### src/rtl/param_seq_alu_if.sv
// Handshake and operand/result bundle for param_seq_alu.
// The master drives Start/operands/ctrl; the ALU (slave) returns result, flags, Busy and Done.
interface param_seq_alu_if #(
    parameter int WIDTH = 4
);
    logic             Start;
    logic [WIDTH-1:0] opA;
    logic [WIDTH-1:0] opB;
    logic [2:0]       ctrl;
    logic [WIDTH-1:0] Result;
    logic             Overflow;
    logic             Carry;
    logic             Zero;
    logic             Negative;
    logic             Busy;
    logic             Done;

    modport master (
        output Start, opA, opB, ctrl,
        input  Result, Overflow, Carry, Zero, Negative, Busy, Done
    );

    modport slave (
        input  Start, opA, opB, ctrl,
        output Result, Overflow, Carry, Zero, Negative, Busy, Done
    );
endinterface

### src/rtl/param_seq_alu.sv
// Registered, parametrised ALU with Start/Busy/Done handshake, status flags and
// an iterative shift-add multiplier that retires one multiplier bit per cycle.
module param_seq_alu #(
    parameter int WIDTH = 4
) (
    input  logic               Clk,
    input  logic               Rst,
    param_seq_alu_if.slave     bus
);
    localparam int CNT_W = $clog2(WIDTH + 1);

    localparam logic [2:0] OP_AND = 3'b000;
    localparam logic [2:0] OP_ADD = 3'b001;
    localparam logic [2:0] OP_OR  = 3'b010;
    localparam logic [2:0] OP_SUB = 3'b011;
    localparam logic [2:0] OP_XOR = 3'b100;
    localparam logic [2:0] OP_MUL = 3'b101;
    localparam logic [2:0] OP_SLT = 3'b110;

    typedef enum logic [1:0] {IDLE, EXEC, MUL} state_t;

    state_t               state;
    logic [CNT_W-1:0]     cnt_p0;

    logic [WIDTH-1:0]     a_p0;
    logic [WIDTH-1:0]     b_p0;
    logic [2:0]           op_p0;
    logic [2*WIDTH-1:0]   acc_p0;
    logic [2*WIDTH-1:0]   mcand_p0;
    logic [WIDTH-1:0]     mplier_p0;

    logic [WIDTH-1:0]     result_p1;
    logic                 ovf_p1;
    logic                 carry_p1;
    logic                 zero_p1;
    logic                 neg_p1;
    logic                 busy_p1;
    logic                 vld_p1;

    logic [2*WIDTH-1:0]   partial;
    logic [WIDTH+1:0]     exec_res;
    logic [WIDTH:0]       mul_res;
    logic                 accept;
    logic                 mul_last;

    // Returns {overflow, carry, result} for every single-cycle op.
    function automatic logic [WIDTH+1:0] alu_eval(
        input logic [WIDTH-1:0] a,
        input logic [WIDTH-1:0] b,
        input logic [2:0]       op
    );
        logic signed [WIDTH-1:0] sa;
        logic signed [WIDTH-1:0] sb;
        logic [WIDTH:0]          sum;
        logic [WIDTH-1:0]        r;
        logic                    c;
        logic                    v;
        sa  = $signed(a);
        sb  = $signed(b);
        sum = '0;
        r   = '0;
        c   = 1'b0;
        v   = 1'b0;
        case (op)
            OP_AND: r = a & b;
            OP_OR:  r = a | b;
            OP_XOR: r = a ^ b;
            OP_ADD: begin
                sum = {1'b0, a} + {1'b0, b};
                r   = sum[WIDTH-1:0];
                c   = sum[WIDTH];
                v   = (a[WIDTH-1] == b[WIDTH-1]) && (r[WIDTH-1] != a[WIDTH-1]);
            end
            OP_SUB: begin
                // A + ~B + 1, so the carry out reads as "no borrow".
                sum = {1'b0, a} + {1'b0, ~b} + {{WIDTH{1'b0}}, 1'b1};
                r   = sum[WIDTH-1:0];
                c   = sum[WIDTH];
                v   = (a[WIDTH-1] != b[WIDTH-1]) && (r[WIDTH-1] != a[WIDTH-1]);
            end
            OP_SLT: r = {{(WIDTH-1){1'b0}}, (sa < sb)};
            default: r = '0;
        endcase
        return {v, c, r};
    endfunction

    // Returns {overflow, low product} from the full double-width product.
    function automatic logic [WIDTH:0] mul_finish(input logic [2*WIDTH-1:0] prod);
        return {|prod[2*WIDTH-1:WIDTH], prod[WIDTH-1:0]};
    endfunction

    always_comb begin
        partial  = mplier_p0[0] ? mcand_p0 : '0;
        exec_res = alu_eval(a_p0, b_p0, op_p0);
        mul_res  = mul_finish(acc_p0 + partial);
        accept   = (state == IDLE) && bus.Start;
        mul_last = (cnt_p0 == CNT_W'(WIDTH - 1));
    end

    // ---- stage p0: operand latch and multiplier datapath ----
    always_ff @(posedge Clk) begin
        if (accept) begin
            a_p0      <= bus.opA;
            b_p0      <= bus.opB;
            op_p0     <= bus.ctrl;
            acc_p0    <= '0;
            mcand_p0  <= {{WIDTH{1'b0}}, bus.opA};
            mplier_p0 <= bus.opB;
        end else if (state == MUL) begin
            acc_p0    <= acc_p0 + partial;
            mcand_p0  <= mcand_p0 << 1;
            mplier_p0 <= mplier_p0 >> 1;
        end
    end

    // ---- stage p1: FSM, registered result and flags ----
    always_ff @(posedge Clk or posedge Rst) begin
        if (Rst) begin
            state     <= IDLE;
            cnt_p0    <= '0;
            result_p1 <= '0;
            ovf_p1    <= 1'b0;
            carry_p1  <= 1'b0;
            zero_p1   <= 1'b0;
            neg_p1    <= 1'b0;
            busy_p1   <= 1'b0;
            vld_p1    <= 1'b0;
        end else begin
            vld_p1 <= 1'b0;
            case (state)
                IDLE: begin
                    if (bus.Start) begin
                        busy_p1 <= 1'b1;
                        cnt_p0  <= '0;
                        state   <= (bus.ctrl == OP_MUL) ? MUL : EXEC;
                    end
                end
                EXEC: begin
                    result_p1 <= exec_res[WIDTH-1:0];
                    carry_p1  <= exec_res[WIDTH];
                    ovf_p1    <= exec_res[WIDTH+1];
                    zero_p1   <= (exec_res[WIDTH-1:0] == '0);
                    neg_p1    <= exec_res[WIDTH-1];
                    busy_p1   <= 1'b0;
                    vld_p1    <= 1'b1;
                    state     <= IDLE;
                end
                MUL: begin
                    cnt_p0 <= cnt_p0 + 1'b1;
                    if (mul_last) begin
                        result_p1 <= mul_res[WIDTH-1:0];
                        ovf_p1    <= mul_res[WIDTH];
                        carry_p1  <= 1'b0;
                        zero_p1   <= (mul_res[WIDTH-1:0] == '0);
                        neg_p1    <= mul_res[WIDTH-1];
                        busy_p1   <= 1'b0;
                        vld_p1    <= 1'b1;
                        state     <= IDLE;
                    end
                end
                default: state <= IDLE;
            endcase
        end
    end

    assign bus.Result   = result_p1;
    assign bus.Overflow = ovf_p1;
    assign bus.Carry    = carry_p1;
    assign bus.Zero     = zero_p1;
    assign bus.Negative = neg_p1;
    assign bus.Busy     = busy_p1;
    assign bus.Done     = vld_p1;
endmodule

### src/flat_wrapper.sv
// flat-port wrapper written by rule: the top's interface ports become plain ports
module param_seq_alu_flat 
#(
    parameter int WIDTH = 4
)
  (Clk, Rst, bus_Start, bus_opA, bus_opB, bus_ctrl, bus_Result, bus_Overflow, bus_Carry, bus_Zero, bus_Negative, bus_Busy, bus_Done);
  param_seq_alu_if #(.WIDTH(WIDTH)) bus_i ();
  input  logic Clk;
  input  logic Rst;
  input wire logic [$bits(bus_i.Start)-1:0] bus_Start;
  input wire logic [$bits(bus_i.opA)-1:0] bus_opA;
  input wire logic [$bits(bus_i.opB)-1:0] bus_opB;
  input wire logic [$bits(bus_i.ctrl)-1:0] bus_ctrl;
  output wire logic [$bits(bus_i.Result)-1:0] bus_Result;
  output wire logic [$bits(bus_i.Overflow)-1:0] bus_Overflow;
  output wire logic [$bits(bus_i.Carry)-1:0] bus_Carry;
  output wire logic [$bits(bus_i.Zero)-1:0] bus_Zero;
  output wire logic [$bits(bus_i.Negative)-1:0] bus_Negative;
  output wire logic [$bits(bus_i.Busy)-1:0] bus_Busy;
  output wire logic [$bits(bus_i.Done)-1:0] bus_Done;
  assign bus_i.Start = bus_Start;
  assign bus_i.opA = bus_opA;
  assign bus_i.opB = bus_opB;
  assign bus_i.ctrl = bus_ctrl;
  assign bus_Result = bus_i.Result;
  assign bus_Overflow = bus_i.Overflow;
  assign bus_Carry = bus_i.Carry;
  assign bus_Zero = bus_i.Zero;
  assign bus_Negative = bus_i.Negative;
  assign bus_Busy = bus_i.Busy;
  assign bus_Done = bus_i.Done;
  param_seq_alu #(.WIDTH(WIDTH)) u_core (.Clk(Clk), .Rst(Rst), .bus(bus_i));
endmodule
### config.mk
export PLATFORM = sky130hd
export DESIGN_NAME = param_seq_alu_flat
export DESIGN_NICKNAME = d
export VERILOG_FILES = /design/src/rtl/param_seq_alu_if.sv /design/src/rtl/param_seq_alu.sv /design/src/flat_wrapper.sv
export SDC_FILE = /design/constraint.sdc
export NUM_CORES = 1
export LEC_CHECK = 0
export CAP_MARGIN = 20
export CORE_MARGIN = 4
export CORE_UTILIZATION = 55
export DETAILED_ROUTE_END_ITERATION = 10
export PLACE_DENSITY = 0.76
export RECOVER_POWER = 25
export SLEW_MARGIN = 5
export SYNTH_ARGS = -nofsm -noshare
export SYNTH_HDL_FRONTEND = slang
export SYNTH_SLANG_ARGS = --single-unit
### constraint.sdc
create_clock -name Clk -period 3.6 [get_ports Clk]
set_clock_uncertainty 0.1 [all_clocks]
set_input_delay 0.9 -clock Clk [delete_from_list [all_inputs] [get_ports Clk]]
set_output_delay 0.9 -clock Clk [all_outputs]
set_load 0.02 [all_outputs]
; ---- Word level (Yosys, flattened, before mapping)
; Cells that the tools add are included.
[totals]
register_bits = 46
out_inout_bits = 10
word_cells = 85
[classes]
n_addsub = 5
magnitude_cmp = 1
n_eq_ne = 15
muxes = 28
bitwise = 4
n_reduce_logical = 16
[ops]
columns = cell, count
row1 = $pmux 4 s6, 1
row2 = $mux 4, 5
row3 = $pmux 1 s2, 7
row4 = $add 4x4->5, 2
row5 = $eq 3x2->1 const B, 3
row6 = $eq 3x3->1 const B, 3
row7 = $add 8x8->8, 1
row8 = $logic_not 4->1, 2
row9 = $mux 8, 1
row10 = $pmux 4 s2, 1
row11 = $mux 1, 6
row12 = $mux 2, 3
row13 = $pmux 3 s2, 1
row14 = $reduce_and 2->1, 3
row15 = $reduce_bool 2->1, 3
row16 = $add 5x1->5 const B, 1
row17 = $and 4x4->4, 1
row18 = $lt 4x4->1, 1
row19 = $not 4->4, 1
row20 = $or 4x4->4, 1
row21 = $pmux 2 s2, 1
row22 = $reduce_or 4->1, 1
row23 = $xor 4x4->4, 1
row24 = $add 3x1->3 const B, 1
row25 = other kinds (14), 18

; ---- Depth between registers and ports, before layout
; Gate-level depths: netlist of run 1.
[logic_depth]
word_depth = 7
ltp_mapped = 9

; ---- Worst setup path after synthesis of run 1
; OpenSTA, ideal clock, no wires.
[synth_timing]
path_type = register to register
start = register u_core.mplier_p0[0]
end = register u_core.ovf_p1, in the netlist u_core.bus.Overflow
setup_ns = 0.082
arrival_time_ns = 2.102
t_required_ns = 3.418
slack_ns = 1.316
path_stages_with_launch = 10
path_buffers = 0
period_less_slack_ns = 2.284
path_cell_list = edfxtp_1 and2_1 ha_1 fa_1 a211oi_1 o21bai_1 a21oi_1 xnor2_1 a21oi_1 a22oi_2
[synth_via]
elab_chain_cells = 5
[synth_rtl]
columns = item, line_no
row1 = "start, declared", param_seq_alu.sv:30  ; logic [WIDTH-1:0] mplier_p0;
row2 = "start signal, assigned", param_seq_alu.sv:108  ; mplier_p0 <= bus.opB;
row3 = "start signal, assigned", param_seq_alu.sv:112  ; mplier_p0 <= mplier_p0 >> 1;
row4 = $mux 8, param_seq_alu.sv:93  ; partial = mplier_p0[0] ? mcand_p0 : '0;
row5 = $add 8x8->8, param_seq_alu.sv:95  ; mul_res = mul_finish(acc_p0 + partial);
row6 = $reduce_or 4->1, param_seq_alu.sv:89  ; return {|prod[2*WIDTH-1:WIDTH], prod[WIDTH-1:0]};
row7 = $mux 1, param_seq_alu.sv:150  ; if (mul_last) begin
row8 = $pmux 1 s2, param_seq_alu.sv:130  ; case (state)
row9 = "end signal, assigned", param_seq_alu.sv:141  ; ovf_p1 <= exec_res[WIDTH+1];
row10 = "end signal, assigned", param_seq_alu.sv:152  ; ovf_p1 <= mul_res[WIDTH];
row11 = "end, declared", param_seq_alu.sv:33  ; logic ovf_p1;
; No other way between the ends. The select of a mux whose other input is x is not followed.
; A chain may end at the register's enable or synchronous reset.

; ---- Worst setup path in the final report of run 1
; Ends and elaborated chain as after synthesis.

==> results of run 1 <==
-- cell usage in the layout (no fill, tap or decap), types with 12 or more instances in the layout --
cell type / instances
dlygate4sd3_1: 12
dfxtp_1: 12
edfxtp_1: 19
dfrtp_1: 14
ha_1: 25
mux2i_1: 14
nand2_1: 35
o21ai_0: 17
inv_1: 16
nor2_1: 24
-- routing by layer --
metal / GRT usage (%) / vias to the layer above
li1: - / 1017
met1: 25.9 / 972
met2: 31.7 / 42
met3: 4.20 / 6
met4: 6.19 / 0
met5: 0 / -
-- Yosys cell counts (2+ instances only) --
master    number  area [um^2]
buf_2          2         10.0
and2_1         9         56.3
and3_1         3         18.8
ha_1          25          313
a32o_1         2         20.0
o211a_1        2         20.0
o21a_1         2         15.0
a31oi_1        3         18.8
dfrtp_1       14          350
nand2b_1       4         25.0
fa_1           3         60.1
o21ai_1        2         10.0
o21bai_1       2         15.0
a21oi_1        9         45.0
a21o_1         3         22.5
o21ai_0       17         85.1
a211oi_1       5         37.5
mux2i_1       14          140
inv_1         16         60.1
buf_4          3         22.5
a21boi_2       2         22.5
nor3b_1        5         37.5
nor2b_1        4         25.0
o22ai_1        2         12.5
nand2_1       35          131
nor2_1        24         90.1
xnor2_1        9         78.8
dfxtp_1       12          240
nor3_1         3         15.0
buf_1          3         11.3
edfxtp_1      19          571
-- power by group --
part           switching (mW)  internal (mW)
Sequential             0.0713          0.638
Clock                   0.180          0.212
Combinational           0.315          0.262
Total                   0.567           1.11
-- area by class of cell --
type | count | area (um^2)
repair buffers | 25 | 245
fillers | 406 | 1640
clock buffers | 5 | 68.8
well taps | 67 | 83.8
flip-flops and latches | 45 | 1160
multi-input cells | 206 | 1480
clock inverters | 3 | 47.5
inverters | 17 | 63.8
-- flip-flops by register name (all words and copies together) (netlist names), 2 cells and up --
name	count
u_core.a_p0	4
u_core.acc_p0	8
u_core.b_p0	4
u_core.bus.Result	3
u_core.cnt_p0	3
u_core.mcand_p0	8
u_core.mplier_p0	4
u_core.op_p0	3
u_core.state	2
-- cell families (layout without fill, tap and decap cells) --
group / after synthesis / after routing / share of synthesized area, %
AOI/OAI and AO/OA: 62 / 62 / 15.5
xor gates and xnor gates: 10 / 10 / 3.17
adders and majority gates: 28 / 28 / 13.5
buffers and inverters: 27 / 50 / 4.44
DFF: 45 / 45 / 42.1
muxes: 15 / 15 / 5.49
and+or+nand+nor: 91 / 91 / 15.8
-- through the flow --
| stage | util (%) | hold slack (ns) | power, mW | area, um^2 |
|---|---|---|---|---|
| finish | 65.7 | 0.383 | 1.68 | 3150 |
| global route | 65.7 | 0.439 | 1.80 | 3150 |
| CTS | 65.7 | 0.391 | 1.70 | 3150 |
| detailed placement | 63.3 | 0.371 | 1.30 | 3030 |
| global placement | 63.3 | 0.361 | 1.29 | 3030 |
| floorplan | - | 0.350 | 1.10 | 2760 |
-- worst min-delay path by stage --
stage | start | end
finish | u_core.bus.Result[1] | u_core.bus.Result[1]
global route | u_core.cnt_p0[1] | u_core.cnt_p0[1]
CTS | u_core.bus.Result[1] | u_core.bus.Result[1]
detailed placement | u_core.bus.Result[1] | u_core.bus.Result[1]
global placement | u_core.cnt_p0[2] | u_core.cnt_p0[2]
floorplan | u_core.cnt_p0[2] | u_core.cnt_p0[2]
-- worst min-delay path, cell delays in order, from the launching register on --
cell and delay, ns:
dfrtp_1 0.35, nand2_1 0.05, o21ai_0 0.06
==> reports/summary.txt, run 1 <==
R2r setup slk: 1.05 ns
VDD IR-drop max: 0.000348 V
Syn Inst Count: 278
Gp weighted congestion: 0.841
Detail Route Antenna Nets: 0
Hpwl dp: 4180 um
Final net count: 342
Ys Warns: 0
GRT overflow: 0
CP Cell Sequence: and2_1 -> ha_1 -> fa_1 -> a211oi_1 -> o21bai_1 -> a21oi_1 -> xnor2_1 -> a21oi_1 -> a22oi_2
Slew Limit Fails: 0
Measured slew at the worst slew-check pin: 0.544 ns
Final Non-Filler Cells: 368
Hold Buf Count CTS: 0
Cts bufs inserted: 5
Clk slew on worst S/H paths: 0.09 ns
Setup WS pre-CTS: 0.772 ns
Setup WS post-layout: 1.05 ns
Run status: completed
Total power divided by cell area: 534 nW/um^2
Mapped Avg Cell Area: 9.92 um^2
Port bufs: 23
CP max FO: 9
Most common cell on crit path: a21oi_1
Synth Register Bits: 45
Placed Cells: 360
Unrepaired setup endpoints after global routing: no
Inserted Diodes: 0
Setup TNS: 0 ns
CTS Root Cell: clkbuf_8
Crit-path leading delay family: compound AO/OA/AOI/OAI gates
CP startpoint kind: flop
Global-route wire length before repair: 9470 um
Clock latency on the worst-skew pair: 0.30 ns
Static Leak: 1.34 nW
Clock buffer depth: 2
CORE AREA: 4790 um^2
Bufs and invs on worst path: 0
R2r startpoint: u_core.mplier_p0[0]
Full die area: 6210 um^2
Starting Density: 57.6%
CTS tree: built
CP endpoint kind: flop
Largest net degree at the start of global routing: 19
Layout cell share with drive strength beyond 1: 5.65%
Routed wire length: 5320 um
Critical path data required time: 3.72 ns
H-tree lvl count: 2
Worst path depth: 9
Die Wd: 78.8 um
GRT Resource Usage Total: 19.4%
Crit share post-route: 70.7%
Total number of vias: 2,037
Synth unique cells: 51
Max Cap Violations: 0
Layout area overhead: 14.0%
Vias/cell: 5.54
Wire per inst: 14.5 um
Hold path depth: 2
DR WL met3: 262 um
Resized cells post-CTS: 0
Crit Path Category: flop to flop
Max-slew headroom: 63.7%
Pre-Repair DR Iteration Count: 4
IO Count: 24
DRT iter0 DRCs: 72
Crit. Startpoint: u_core.mplier_p0[0]
Main flop type after synthesis: edfxtp_1
Row count: 25
Post-synthesis cell area: 2760 um^2
Crit path time final: 2.55 ns
Metal-1 WL: 2460 um
Mapped Nets: 320
# clock sinks: 45
Crit path DAT: 2.67 ns
Final setup viols: 0
Termination of the worst setup path: u_core.bus.Overflow
Max Clk Rate: 0.393 GHz
Critical Path Slowest Stage Cell: edfxtp_1
Routed wl met2: 2560 um
Vias in the first global route: 2,030
Fin. Hold Viols: 0
Class of the worst hold path: flop to flop
Die height: 78.8 um
# DRC: 0
EDFF count, synth: 19
Cells on worst reg2reg path: 9
Top Layer Used: met4
Antenna violations before repair: 0
Seq/Total Area, Yosys: 42.1%
Post-CTS Setup Repair Bufs: 0
RR Endpoint: u_core.bus.Overflow
Ys async rst share: 31.1%
Slowest cell delay on critical path: 0.49 ns
No activity file was read; power rests on OpenSTA's default activity.
==> run 2, diff against run 1 <==
==> constraint.sdc (replaced) <==
create_clock -name Clk -period 2.5 [get_ports Clk]
set_clock_uncertainty 0.1 [all_clocks]
set_input_delay 0.625 -clock Clk [delete_from_list [all_inputs] [get_ports Clk]]
set_output_delay 0.625 -clock Clk [all_outputs]
set_load 0.02 [all_outputs]
==> run 2 against run 1 <==
Net effect: die area unchanged; sequential cell count unchanged; cell area up 2.6%; worst hold slack gained 0.0090 ns; register-to-register slack got worse by 0.88 ns.
==> reports/summary.txt, run 2 (synthesis gave the netlist of run 1 again) <==
# DRC: 0
CP endpoint kind: flop
Run status: completed
Final net count: 348
Port bufs: 23
GRT overflow: 0
# clock sinks: 45
Global-route wire length before repair: 9600 um
CTS tree: built
Total number of vias: 2,092
Antenna violations before repair: 0
H-tree lvl count: 2
Setup TNS: 0 ns
Crit path time final: 2.32 ns
VDD IR-drop max: 0.000416 V
Crit path DAT: 2.39 ns
Fillers: 416
Slew Limit Fails: 0
Pre-Repair DR Iteration Count: 6
Max Cap Violations: 0
DRT iter0 DRCs: 109
Clock latency on the worst-skew pair: 0.29 ns
CP max FO: 3
Max Clk Rate: 0.431 GHz
Die height: 78.8 um
Placed Area: 3070 um^2
Clock buffer depth: 2
Full die area: 6210 um^2
Commonest non-fill, non-tap cell in the layout: nand2_1
Row count: 25
Max-slew headroom: 61.5%
Clk slew on worst S/H paths: 0.09 ns
Layout area overhead: 17.0%
GRT Resource Usage Total: 19.4%
Crit share post-route: 92.8%
Routed wire length: 5640 um
Starting Density: 57.6%
Final setup viols: 0
Placed Cells: 365
Largest net degree at the start of global routing: 19
Fin. Hold Viols: 0
Design Area, Final: 3230 um^2
Setup WS pre-CTS: 0.0842 ns
Measured slew at the worst slew-check pin: 0.576 ns
Vias in the first global route: 2,146
CP startpoint kind: flop
Layout cell share with drive strength beyond 1: 8.79%
Inserted Diodes: 0
Final Non-Filler Cells: 374
Cts bufs inserted: 5
Setup WS post-layout: 0.179 ns
Detail Route Antenna Nets: 0
Hpwl dp: 4390 um
Critical path data required time: 2.57 ns
Top flop regs: u_core.acc_p0 (8), u_core.mcand_p0 (8)
CORE AREA: 4790 um^2
CTS Root Cell: clkbuf_8
Gp weighted congestion: 0.884
Total power divided by cell area: 787 nW/um^2
Overall Power: 2.54 mW
Crit Path Category: flop to flop
Vias/cell: 5.59
IO Count: 24
Static Leak: 1.38 nW
Wire per inst: 15.1 um
Class of the worst hold path: flop to flop
Most frequent cells in the layout: 35 x nand2_1, 25 x ha_1, 23 x nor2_1, 19 x edfxtp_1
Die Wd: 78.8 um
Unrepaired setup endpoints after global routing: no
==> run 2: timing repair <==
action,4_1_cts,5_1_grt
endpoints found under the setup margin,0,2
resized for setup,0,5
setup buffers,0,1
hold endpoints to repair,0,0
hold buffers,0,0
==> run 2: worst paths after layout <==
kind	cells after the start	end	slack, ns	startpoint
setup / recovery	9	u_core.bus.Overflow	0.18	u_core.mcand_p0[0]
hold / removal	2	u_core.cnt_p0[2]	0.39	u_core.cnt_p0[2]
setup reg to reg	9	u_core.bus.Overflow	0.18	u_core.mcand_p0[0]
hold reg to reg	2	u_core.cnt_p0[2]	0.39	u_core.cnt_p0[2]
max in group asynchronous	2	u_core.cnt_p0[2]	1.20	Rst
min in group asynchronous	2	u_core.bus.Overflow	0.72	Rst
==> run 2: per-stage QoR <==
stage / hold slack, ns / util, %
global placement: 0.364 / 64.1
detailed placement: 0.378 / 64.1
floorplan: 0.350 / -
CTS: 0.397 / 66.9
finish: 0.392 / 67.5
global route: 0.427 / 67.5
==> run 2: power by group <==
group | internal [mW] | switching (mW)
clock network | 0.397 | 0.244
logic | 0.401 | 0.481
registers | 0.919 | 0.0995
total | 1.72 | 0.825
==> run 2: final cells by class <==
| class | count | area, um^2 | area share [%] |
|---|---|---|---|
| repair buffers | 31 | 290 | 8.99 |
| well taps | 67 | 83.8 | 2.60 |
| flip-flops and latches | 45 | 1160 | 36.0 |
| multi-input cells | 206 | 1500 | 46.3 |
| inverters | 17 | 63.8 | 1.98 |
| clock inverters | 3 | 65.1 | 2.02 |
| clock buffers | 5 | 68.8 | 2.13 |
==> run 2: worst max-delay path, cell delays in order (launching register included) <==
cell      delay [ns]
edfxtp_1        0.40
and2_1          0.18
ha_1            0.22
fa_1            0.43
a211oi_2        0.24
o21bai_1        0.11
a21oi_1         0.18
xnor2_1         0.10
a21oi_1         0.19
a22oi_2         0.06
==> run 2: per-layer routing <==
layer,track usage (%),share of wire [%],up-vias
met5,0,0,-
met4,5.67,0.55,0
li1,-,-,1035
met1,24.6,46,1002
met2,33.8,49,51
met3,3.51,4.3,4
==> run 3, diff against run 2 <==
--- a/config.mk
+++ b/config.mk
@@ -6,10 +6,12 @@
 export NUM_CORES = 1
 export LEC_CHECK = 0
 export CAP_MARGIN = 20
+export CELL_PAD_IN_SITES_DETAIL_PLACEMENT = 1
+export CELL_PAD_IN_SITES_GLOBAL_PLACEMENT = 1
 export CORE_MARGIN = 4
-export CORE_UTILIZATION = 55
+export CORE_UTILIZATION = 45
 export DETAILED_ROUTE_END_ITERATION = 10
-export PLACE_DENSITY = 0.76
+export PLACE_DENSITY = 0.79
 export RECOVER_POWER = 25
 export SLEW_MARGIN = 5
 export SYNTH_ARGS = -nofsm -noshare
==> run 3 against run 2 <==
Net effect: cell area is 0.78% lower; core utilization fell by 13 points; cell count rose by 2.1%; critical path depth is the same; power down 5.6%; largest cell class unchanged.
==> reports/summary.txt, run 3 (synthesis gave the netlist of run 1 again) <==
Run status: completed
GRT overflow: 0
CP max FO: 8
CP Cell Sequence: buf_4 -> and2_1 -> ha_1 -> a211oi_4 -> o211a_1 -> o211ai_2 -> xnor2_1 -> a41o_1 -> a22oi_2
Critical Path Slowest Stage Cell: edfxtp_1
Layout area overhead: 16.1%
Commonest non-fill, non-tap cell in the layout: nand2_1
Sw Share: 36.5%
Port bufs: 23
Comb pwr share: 37.4%
Cells on worst reg2reg path: 9
Max Clk Rate: 0.421 GHz
CP endpoint kind: flop
CTS tree: built
Vias/cell: 5.43
Pre-Repair DR Iteration Count: 4
Fin. Hold Viols: 0
# clock sinks: 45
Crit share post-route: 94.9%
Overall Power: 2.40 mW
Total number of vias: 2,073
Crit path time final: 2.37 ns
Measured slew at the worst slew-check pin: 0.615 ns
Fin util: 54.1%
Vias in the first global route: 2,265
Starting Density: 46.6%
Crit Path Category: flop to flop
Detail Route Antenna Nets: 0
CORE AREA: 5920 um^2
# DRC: 0
Post-CTS Setup Repair Bufs: 0
Gp weighted congestion: 0.802
Antenna violations before repair: 0
Clock buffer depth: 2
Crit path DAT: 2.50 ns
Full die area: 7450 um^2
H-tree lvl count: 2
Inserted Diodes: 0
Hold path depth: 2
Layout cell share with drive strength beyond 1: 8.79%
Clk slew on worst S/H paths: 0.10 ns
Slew Limit Fails: 0
Final net count: 348
VDD IR-drop max: 0.000380 V
Slowest cell delay on critical path: 0.41 ns
Critical path data required time: 2.63 ns
CP startpoint kind: flop
Fillers: 673
P_sw: 875 uW
Max-slew headroom: 59.0%
Largest net degree at the start of global routing: 21
Most frequent cells in the layout: 35 x nand2_1, 24 x nor2_1, 24 x ha_1, 19 x edfxtp_1
IO Count: 24
Power share of the clock group: 20.3%
Internal power: 1.52 mW
Total power divided by cell area: 749 nW/um^2
Class of the worst hold path: flop to flop
Routed wire length: 6430 um
Unrepaired setup endpoints after global routing: yes
Min-delay src: u_core.bus.Result[1]
DRT iter0 DRCs: 65
Die height: 86.3 um
Max Cap Violations: 0
Die Wd: 86.3 um
CTS Root Cell: clkbuf_8
Sequential power share: 42.3%
Static Leak: 1.36 nW
Hpwl dp: 5040 um
Final setup viols: 0
Wire per inst: 16.8 um
R2r startpoint: u_core.mplier_p0[0]
GRT Resource Usage Total: 18.7%
Worst Hold End: u_core.bus.Result[1]
Top flop regs: u_core.acc_p0 (8), u_core.mcand_p0 (8)
Global-route wire length before repair: 10,900 um
Row count: 28
Clock latency on the worst-skew pair: 0.31 ns
R2r setup slk: 0.13 ns
RR Endpoint: u_core.bus.Overflow
Cts bufs inserted: 5
-- run 3: metal layers --
| metal | GRT usage (%) | up-vias | routed length, um |
|---|---|---|---|
| li1 | - | 1028 | - |
| met4 | 3.97 | 0 | 38 |
| met3 | 3.33 | 4 | 186 |
| met1 | 24.4 | 1014 | 2990 |
| met2 | 32.6 | 27 | 3220 |
| met5 | 0 | - | 0 |
-- run 3: worst max path at each step --
stage,startpoint,end,slack [ns],depth (start not counted)
floorplan,u_core.mplier_p0[0],u_core.bus.Overflow,0.22,9
global placement,u_core.mplier_p0[0],u_core.bus.Overflow,0.15,9
detailed placement,u_core.b_p0[0],u_core.bus.Zero,0.02,8
CTS,u_core.mplier_p0[0],u_core.bus.Overflow,0.001,9
global route,u_core.mplier_p0[0],u_core.bus.Overflow,-0.04,9
finish,u_core.mplier_p0[0],u_core.bus.Overflow,0.13,9
-- run 3: area by class of cell --
type / instances / area [um^2] / share of cell area, %
multi-input cells: 206 / 1500 / 46.8
flip-flops and latches: 45 / 1160 / 36.2
repair buffers: 31 / 290 / 9.06
well taps: 75 / 93.8 / 2.93
clock buffers: 5 / 68.8 / 2.15
inverters: 17 / 63.8 / 1.99
clock inverters: 3 / 26.3 / 0.820
-- run 3: what timing repair did --
item | in CTS | in global routing
pin swaps | 0 | 2
endpoints found under the setup margin | 1 | 5
gates resized for setup | 1 | 5
cloned | 0 | 0
hold buffers | 0 | 0
-- run 3: power by group through the flow --
stage | Sequential [mW] | Clock [mW] | Combinational (mW)
floorplan | 1.09 | 0 | 0.502
global placement | 1.02 | 0 | 0.869
detailed placement | 1.03 | 0 | 0.895
CTS | 1.02 | 0.497 | 0.901
global route | 1.04 | 0.540 | 0.991
finish | 1.01 | 0.488 | 0.896
-- run 3: stage by stage --
stage	setup TNS [ns]	std cells	setup WS, ns	hold slack (ns)	area [um^2]
after global routing	-0.0579	382	-0.0366	0.437	3200
after global placement	0	374	0.148	0.363	3080
final	0	382	0.127	0.403	3200
after floorplan	0	278	0.216	0.350	2760
after detailed placement	0	374	0.0230	0.389	3080
after CTS	0	382	0.00146	0.409	3180
-- run 3: critical path: cells and delay by family (launching register included) --
family / cells / cell delay [ns]
compound gates: 5 / 0.95
flops: 1 / 0.41
simple gates: 1 / 0.17
fa+ha+maj: 1 / 0.33
buf+inv: 1 / 0.17
xor+xnor: 1 / 0.16
